$ cat config.mk
export PLATFORM = sky130hd
export DESIGN_NAME = multi_signal_hold_flat
export DESIGN_NICKNAME = d
export VERILOG_FILES = /design/src/rtl/multi_signal_hold_if.sv /design/src/rtl/multi_signal_hold.sv /design/src/flat_wrapper.sv
export SDC_FILE = /design/constraint.sdc
export NUM_CORES = 1
export LEC_CHECK = 0
export BUFFER_PORTS_ARGS = -buffer_cell sky130_fd_sc_hd__buf_4
export CORE_ASPECT_RATIO = 1.4
export CORE_MARGIN = 2
export CORE_UTILIZATION = 55
export CTS_BUF_LIST = sky130_fd_sc_hd__clkbuf_4 sky130_fd_sc_hd__clkbuf_8 sky130_fd_sc_hd__clkbuf_16
export DETAILED_ROUTE_END_ITERATION = 10
export MAX_ROUTING_LAYER = met4
export PLACE_DENSITY = 0.7
export SLEW_MARGIN = 20
export SYNTH_ARGS = -nofsm -noshare
export SYNTH_HDL_FRONTEND = slang
export SYNTH_SLANG_ARGS = --single-unit
$ cat constraint.sdc
create_clock -name clk -period 3.7 [get_ports clk]
set_clock_uncertainty 0.05 [all_clocks]
set_input_delay 0.185 -clock clk [delete_from_list [all_inputs] [get_ports clk]]
set_output_delay 0.185 -clock clk [all_outputs]
set_load 0.05 [all_outputs]
$ cat src/rtl/multi_signal_hold_if.sv
// Bundle of the multi_signal_hold data, control and status signals.
// Optional event-counter signals appear when MULTI_HOLD_EVENT_CNT_EN is defined.
interface multi_signal_hold_if #(
  parameter int NUM_CH     = 4,
  parameter int HOLD_WIDTH = 8
);
  logic [NUM_CH-1:0]     data_in;
  logic [HOLD_WIDTH-1:0] hold_cycles;
  logic [NUM_CH-1:0]     mode;
  logic [NUM_CH-1:0]     data_out;
  logic [NUM_CH-1:0]     active;
`ifdef MULTI_HOLD_EVENT_CNT_EN
  logic                  cnt_clr;
  logic [NUM_CH*16-1:0]  event_cnt;

  modport master (
    output data_in, hold_cycles, mode, cnt_clr,
    input  data_out, active, event_cnt
  );
  modport slave (
    input  data_in, hold_cycles, mode, cnt_clr,
    output data_out, active, event_cnt
  );
`else
  modport master (
    output data_in, hold_cycles, mode,
    input  data_out, active
  );
  modport slave (
    input  data_in, hold_cycles, mode,
    output data_out, active
  );
`endif
endinterface

$ cat src/rtl/multi_signal_hold.sv
// multi_signal_hold: per-channel synchroniser followed by a change-lockout
// (mode 0) or retriggerable pulse-stretch (mode 1) hold stage.
// Hold length H comes from hold_cycles; the counter is loaded with H-1
// (or 0 for H<=1) so an output level lasts at least H cycles.
// Optional feature macro: MULTI_HOLD_EVENT_CNT_EN adds saturating 16-bit
// per-channel transition counters (event_cnt) with a synchronous clear (cnt_clr).
module multi_signal_hold #(
  parameter int NUM_CH      = 4,
  parameter int HOLD_WIDTH  = 8,
  parameter int SYNC_STAGES = 2
) (
  input logic                 clk,
  input logic                 rst,
  multi_signal_hold_if.slave  bus
);

  localparam logic [HOLD_WIDTH-1:0] CNT_ZERO = {HOLD_WIDTH{1'b0}};
  localparam logic [HOLD_WIDTH-1:0] CNT_ONE  = {{(HOLD_WIDTH-1){1'b0}}, 1'b1};

  logic [NUM_CH-1:0]     sync_r [SYNC_STAGES];
  logic [NUM_CH-1:0]     sync_s;
  logic [HOLD_WIDTH-1:0] load_s;
  logic [HOLD_WIDTH-1:0] cnt_r     [NUM_CH];
  logic [HOLD_WIDTH-1:0] cnt_nxt_s [NUM_CH];
  logic [NUM_CH-1:0]     out_r;
  logic [NUM_CH-1:0]     out_nxt_s;
  logic [NUM_CH-1:0]     active_r;
  logic [NUM_CH-1:0]     active_nxt_s;

  // Synchroniser chain: every channel passes through SYNC_STAGES flops.
  always_ff @(posedge clk or posedge rst) begin
    if (rst) begin
      for (int i = 0; i < SYNC_STAGES; i++) begin
        sync_r[i] <= {NUM_CH{1'b0}};
      end
    end else begin
      sync_r[0] <= bus.data_in;
      for (int i = 1; i < SYNC_STAGES; i++) begin
        sync_r[i] <= sync_r[i-1];
      end
    end
  end

  assign sync_s = sync_r[SYNC_STAGES-1];

  // Counter load value: H-1 for H>1, otherwise 0 so the channel never holds.
  always_comb begin
    if (bus.hold_cycles > CNT_ONE) begin
      load_s = bus.hold_cycles - CNT_ONE;
    end else begin
      load_s = CNT_ZERO;
    end
  end

  // Per-channel next output/counter from {mode, holding}; a running hold
  // only counts down, so hold_cycles changes never disturb it.
  always_comb begin
    out_nxt_s    = out_r;
    active_nxt_s = {NUM_CH{1'b0}};
    for (int i = 0; i < NUM_CH; i++) begin
      cnt_nxt_s[i] = cnt_r[i];
      case ({bus.mode[i], (cnt_r[i] != CNT_ZERO)})
        2'b00: begin
          if (sync_s[i] != out_r[i]) begin
            out_nxt_s[i] = sync_s[i];
            cnt_nxt_s[i] = load_s;
          end else begin
            out_nxt_s[i] = out_r[i];
            cnt_nxt_s[i] = cnt_r[i];
          end
        end
        2'b01: begin
          out_nxt_s[i] = out_r[i];
          cnt_nxt_s[i] = cnt_r[i] - CNT_ONE;
        end
        2'b10: begin
          if (sync_s[i]) begin
            out_nxt_s[i] = 1'b1;
            cnt_nxt_s[i] = load_s;
          end else begin
            out_nxt_s[i] = 1'b0;
            cnt_nxt_s[i] = cnt_r[i];
          end
        end
        2'b11: begin
          // Holding output keeps its level; a new pulse retriggers the count.
          if (sync_s[i]) begin
            out_nxt_s[i] = 1'b1;
            cnt_nxt_s[i] = load_s;
          end else begin
            out_nxt_s[i] = out_r[i];
            cnt_nxt_s[i] = cnt_r[i] - CNT_ONE;
          end
        end
        default: begin
          out_nxt_s[i] = out_r[i];
          cnt_nxt_s[i] = cnt_r[i];
        end
      endcase
      active_nxt_s[i] = (cnt_nxt_s[i] != CNT_ZERO);
    end
  end

  // Output, counter and active flag registers.
  always_ff @(posedge clk or posedge rst) begin
    if (rst) begin
      out_r    <= {NUM_CH{1'b0}};
      active_r <= {NUM_CH{1'b0}};
      for (int i = 0; i < NUM_CH; i++) begin
        cnt_r[i] <= CNT_ZERO;
      end
    end else begin
      out_r    <= out_nxt_s;
      active_r <= active_nxt_s;
      for (int i = 0; i < NUM_CH; i++) begin
        cnt_r[i] <= cnt_nxt_s[i];
      end
    end
  end

  assign bus.data_out = out_r;
  assign bus.active   = active_r;

`ifdef MULTI_HOLD_EVENT_CNT_EN
  logic [15:0]          ev_r [NUM_CH];
  logic [NUM_CH*16-1:0] ev_pack_s;

  // Saturating transition counters; a clear beats a coincident transition.
  always_ff @(posedge clk or posedge rst) begin
    if (rst) begin
      for (int i = 0; i < NUM_CH; i++) begin
        ev_r[i] <= 16'h0000;
      end
    end else if (bus.cnt_clr) begin
      for (int i = 0; i < NUM_CH; i++) begin
        ev_r[i] <= 16'h0000;
      end
    end else begin
      for (int i = 0; i < NUM_CH; i++) begin
        if ((out_nxt_s[i] != out_r[i]) && (ev_r[i] != 16'hFFFF)) begin
          ev_r[i] <= ev_r[i] + 16'h0001;
        end else begin
          ev_r[i] <= ev_r[i];
        end
      end
    end
  end

  // Pack the per-channel counters, channel i at bits [16i+15:16i].
  always_comb begin
    ev_pack_s = {(NUM_CH*16){1'b0}};
    for (int i = 0; i < NUM_CH; i++) begin
      ev_pack_s[16*i +: 16] = ev_r[i];
    end
  end

  assign bus.event_cnt = ev_pack_s;
`endif

endmodule

$ cat src/flat_wrapper.sv
// flat-port wrapper written by rule: the top's interface ports become plain ports
module multi_signal_hold_flat 
#(
  parameter int NUM_CH      = 4,
  parameter int HOLD_WIDTH  = 8,
  parameter int SYNC_STAGES = 2
)
  (clk, rst, bus_data_in, bus_hold_cycles, bus_mode, bus_data_out, bus_active);
  multi_signal_hold_if #(.NUM_CH(NUM_CH), .HOLD_WIDTH(HOLD_WIDTH)) bus_i ();
  input logic clk;
  input logic rst;
  input wire logic [$bits(bus_i.data_in)-1:0] bus_data_in;
  input wire logic [$bits(bus_i.hold_cycles)-1:0] bus_hold_cycles;
  input wire logic [$bits(bus_i.mode)-1:0] bus_mode;
  output wire logic [$bits(bus_i.data_out)-1:0] bus_data_out;
  output wire logic [$bits(bus_i.active)-1:0] bus_active;
  assign bus_i.data_in = bus_data_in;
  assign bus_i.hold_cycles = bus_hold_cycles;
  assign bus_i.mode = bus_mode;
  assign bus_data_out = bus_i.data_out;
  assign bus_active = bus_i.active;
  multi_signal_hold #(.NUM_CH(NUM_CH), .HOLD_WIDTH(HOLD_WIDTH), .SYNC_STAGES(SYNC_STAGES)) u_core (.clk(clk), .rst(rst), .bus(bus_i));
endmodule
; ---- Word level (Yosys, flattened, before mapping)
; Index checks and enable logic that the tools add are counted.
[word_totals]
ff_bits = 48
input_bits = 18
out_inout_bits = 8
elab_cells = 94
[classes]
addsub = 5
order_cmp = 1
eq_ne = 24
mux = 33
bitwise_logic = 4
reduce_logical = 16
[op_table]
columns = cell, n
row1 = $pmux 8 s4, 4
row2 = $mux 8, 13
row3 = $reduce_bool 8->1, 8
row4 = $sub 8x1->8 const B, 5
row5 = $eq 2x2->1 const B, 8
row6 = $ne 2x1->1 const B, 8
row7 = $mux 1, 12
row8 = $pmux 1 s3, 4
row9 = $reduce_and 3->1, 4
row10 = $eq 2x1->1 const B, 4
row11 = $gt 8x1->1 const B, 1
row12 = $logic_not 2->1, 4
row13 = $ne 1x1->1, 4
row14 = $not 1->1, 4

; ---- Longest topological paths before layout
[depth]
ltp_word = 5
ltp_mapped = 12
depth_no_buf = 8

; ---- Least setup slack after synthesis
; Ideal clock, no wire load.
[synth_path]
kind = register to register
startpoint = register u_core.cnt_r[8] (netlist name)
endpoint = register u_core.active_r[2] (netlist: u_core.bus.active[2])
setup_ns = 0.139
t_arrival_ns = 2.356
t_required_ns = 3.511
path_slack_ns = 1.155
stages_incl_launch_ff = 10
path_buffers = 1
period_less_slack_ns = 2.545
path_cell_list = dfrtp_1 > clkbuf_1 > inv_1 > ha_1 > nor3b_1 > nand2_1 > or3_1 > a31o_2 > nor4b_1 > nand4b_1
[synth_lines]
columns = element, line_no
row1 = from (decl), multi_signal_hold.sv:23  ; logic [HOLD_WIDTH-1:0] cnt_r [NUM_CH];
row2 = "from (signal, indexed assignment)", multi_signal_hold.sv:116  ; cnt_r[i] <= cnt_nxt_s[i];
row3 = to (signal assigned), multi_signal_hold.sv:108  ; active_r <= {NUM_CH{1'b0}};
row4 = to (signal assigned), multi_signal_hold.sv:114  ; active_r <= active_nxt_s;
row5 = to (decl), multi_signal_hold.sv:27  ; logic [NUM_CH-1:0] active_r;

==> qor.yml <==
area_delta_synth_final_pct: 11.0
drc_errors: 0
setup-tns-final_ns: 0
dieArea_sq_mm: 0.00696
violations: "negative hold slack"
final_max_slew_viol_count: 0
cp_data_required_time_ns: 3.82
regArea_sq_mm: 0.00120
hpwl_microns: 6570
die_h_microns: 97.9
clock_sinks: 48
drtAntennaViolNets: 0
synthCells: 383
yosys_warnings: 0
dp.cells: 466
postRouteWirelength_microns: 8820
yosys.area.top_type_share_pct: 34.7
syn_nets: 411
n_antenna_cell: 0
worstPathMaxFanout: 10
drtPass1Iterations: 5
grt_setup_unrepaired: "no"
multi_input_area_sq_mm: 0.00210
status: "finished with violations"
synth_cell_types: 75
fp.dieW_microns: 71.1
drive_gt1_share_pct: 13.8
crit_type: "reg2reg"
grt_max_degree: 49
synth_top_area_cell: "dfrtp_1"
synthTopCellsByCount: "48 x dfrtp_1, 23 x inv_1, 23 x nor2_1"
power.density_mw_per_mm2: 632
period_minus_slack_ns: 2.83
peakVddDrop_uv: 363
power.leakage_nw: 1.53
ys_ff_latch: 48
root_buffer: "clkbuf_8"
end_kind: "flip-flop"
post_drt_via_cell_ratio: 6.69
gp_congestion: 0.903
hold_viol: 48
grtUsageTotal_pct: 27.2
tightest_slew_ns: 0.845
finalPower_mw: 2.43
ys_seq_area_share_pct: 34.7
finalSetupViolCount: 0
nFillCells: 529
dr_total_vias: 3198
grt_overflow: 0
slew_headroom_pct: 43.6
cts_made_buffers: 5
clock_latency_ns: 0.30
grt_pass1_vias: 3063
worstSetupStartpointType: "flip-flop"
start_util_pct: 56.2
clock_path_buffers: 2
final.setup.worst_slack_ns: 0.872
port_buffers: 25
drv_cap: 0
clkTransAtPathRegs_ns: 0.10
nNetsFinal: 433
wire_per_inst_microns: 18.5
drt-initial-drc-count: 252
synth.most_common_cell: "dfrtp_1"
worst_ep_arrival_time_ns: 2.95
hp-class: "in2async"
io_pins: 26
syn_area_sq_mm: 0.00347
finalCritPeriodShare_pct: 76.4
r2r_start: "u_core.cnt_r[8]$_DFF_PP0_"
fmax_mhz: 354
hold_ws_ns: -0.0290
grt_pass1_wl_microns: 14900
async_reset_ff_share_pct: 100
syn_avg_cell_area_sq_um: 9.05
h-tree-depth: 2
fin_cells: 478
synth_area_leaders: "dfrtp_1 35%, xnor2_1 4.3%, ha_1 3.6%"
core_area_sq_mm: 0.00617
synth-edff-count: 0
synth_flop_cell: "dfrtp_1"
place_ws_ns: 0.917
cp-startpoint: "u_core.cnt_r[8]$_DFF_PP0_"
antenna_found_initial: 0
rows: 34
cts_tree: "yes"
==> cell type report <==
class                           instances  area share, %
Tap cell                               72           2.34
Clock inverter                          2           1.01
Timing Repair Buffer                   31           6.31
Clock buffer                            6           2.15
Inverter                               23           2.28
Sequential cell                        48           31.2
Multi-Input combinational cell        296           54.7
==> kinds of logic (layout without fill, tap and decap cells) <==
kind of cell               after synthesis  in the layout  synth area share (%)
AOI/OAI and AO/OA                      123            123                  25.9
xor gates and xnor gates                21             21                  5.31
adders and majority gates               10             10                  3.61
buffers and inverters                   39             62                  4.66
DFF                                     48             48                  34.7
muxes                                    3              3                 0.866
and+or+nand+nor                        139            139                  25.0
==> worst max-delay path: stages, from the launching register on <==
cell	delay, ns
dfrtp_1	0.49
inv_1	0.14
ha_1	0.20
nor3b_1	0.45
nand2_1	0.23
or3_1	0.41
a31o_2	0.25
nor4b_1	0.34
nand4b_1	0.14
==> timing repair <==
| action | 4_1_cts | 5_1_grt |
|---|---|---|
| hold endpoints to repair | 4 | 0 |
| gates resized for setup | 0 | 0 |
| endpoints found under the setup margin | 0 | 0 |
| hold buffers | 4 | 0 |
| buffers inserted | 0 | 0 |
==> report_power, final <==
part           total (mW)  internal (mW)  leakage (nW)  switching [mW]
clock               0.411          0.221        0.0614           0.189
sequential          0.950          0.694         0.551           0.256
combinational        1.07          0.483         0.918           0.587
total                2.43           1.40          1.53            1.03
==> flip-flops by register name, indices dropped and copies added, names as in the netlist <==
name / count
u_core.bus.active: 4
u_core.sync_r: 4
u_core.sync_s: 4
u_core.cnt_r: 32
u_core.bus.data_out: 4
==> routing by layer <==
metal | track usage (%) | up-vias | part of all wire, % | routed length (microns)
li1 | - | 1512 | - | -
met1 | 35.6 | 1551 | 41 | 3620
met2 | 43.1 | 111 | 51 | 4470
met3 | 3.10 | 24 | 5.4 | 474
met4 | 10.6 | 0 | 2.8 | 249
met5 | - | - | 0 | 0
==> metrics by stage <==
step	cell area, sq um	utilization (%)
floorplan	3470	-
global placement	3680	59.7
detailed placement	3680	59.7
CTS	3840	62.3
global route	3850	62.4
finish	3850	62.4
==> worst paths after layout <==
kind,slack (ns),end,cells past startpoint
worst max-delay path,0.87,u_core.bus.active[2]$_DFF_PP0_,8
worst min-delay path,-0.03,u_core.sync_r[5]$_DFF_PP0_,2
worst max register to register,0.87,u_core.bus.active[2]$_DFF_PP0_,8
worst min register to register,0.31,u_core.sync_s[1]$_DFF_PP0_,0
max in group asynchronous,3.13,u_core.bus.active[0]$_DFF_PP0_,2
min in group clk,0.13,u_core.bus.data_out[0]$_DFFE_PP0P_,3
==> cell usage in the layout (no fill, tap or decap), types with 3 or more instances in the layout <==
master / count
dfrtp_1: 48
buf_4: 27
nor2_1: 23
inv_1: 22
nand2_1: 21
o21ai_0: 20
o22ai_1: 18
xnor2_1: 17
nor3_1: 13
a21oi_1: 13
ha_1: 10
a31oi_1: 8
nor3b_1: 7
or4_1: 7
nor2b_1: 7
and2_1: 6
or3_1: 6
o31ai_1: 6
nand3_1: 6
clkbuf_8: 6
a211oi_1: 5
a211o_1: 5
nand2b_1: 5
a221oi_1: 5
xor2_1: 4
a21o_1: 4
nand4_1: 4
dlygate4sd3_1: 4
or2_2: 3
and3_1: 3
a31o_2: 3
nand4bb_1: 3
mux2i_1: 3
a311oi_1: 3
a22o_1: 3
nand4b_1: 3
(Power assumes the default switching activity.)
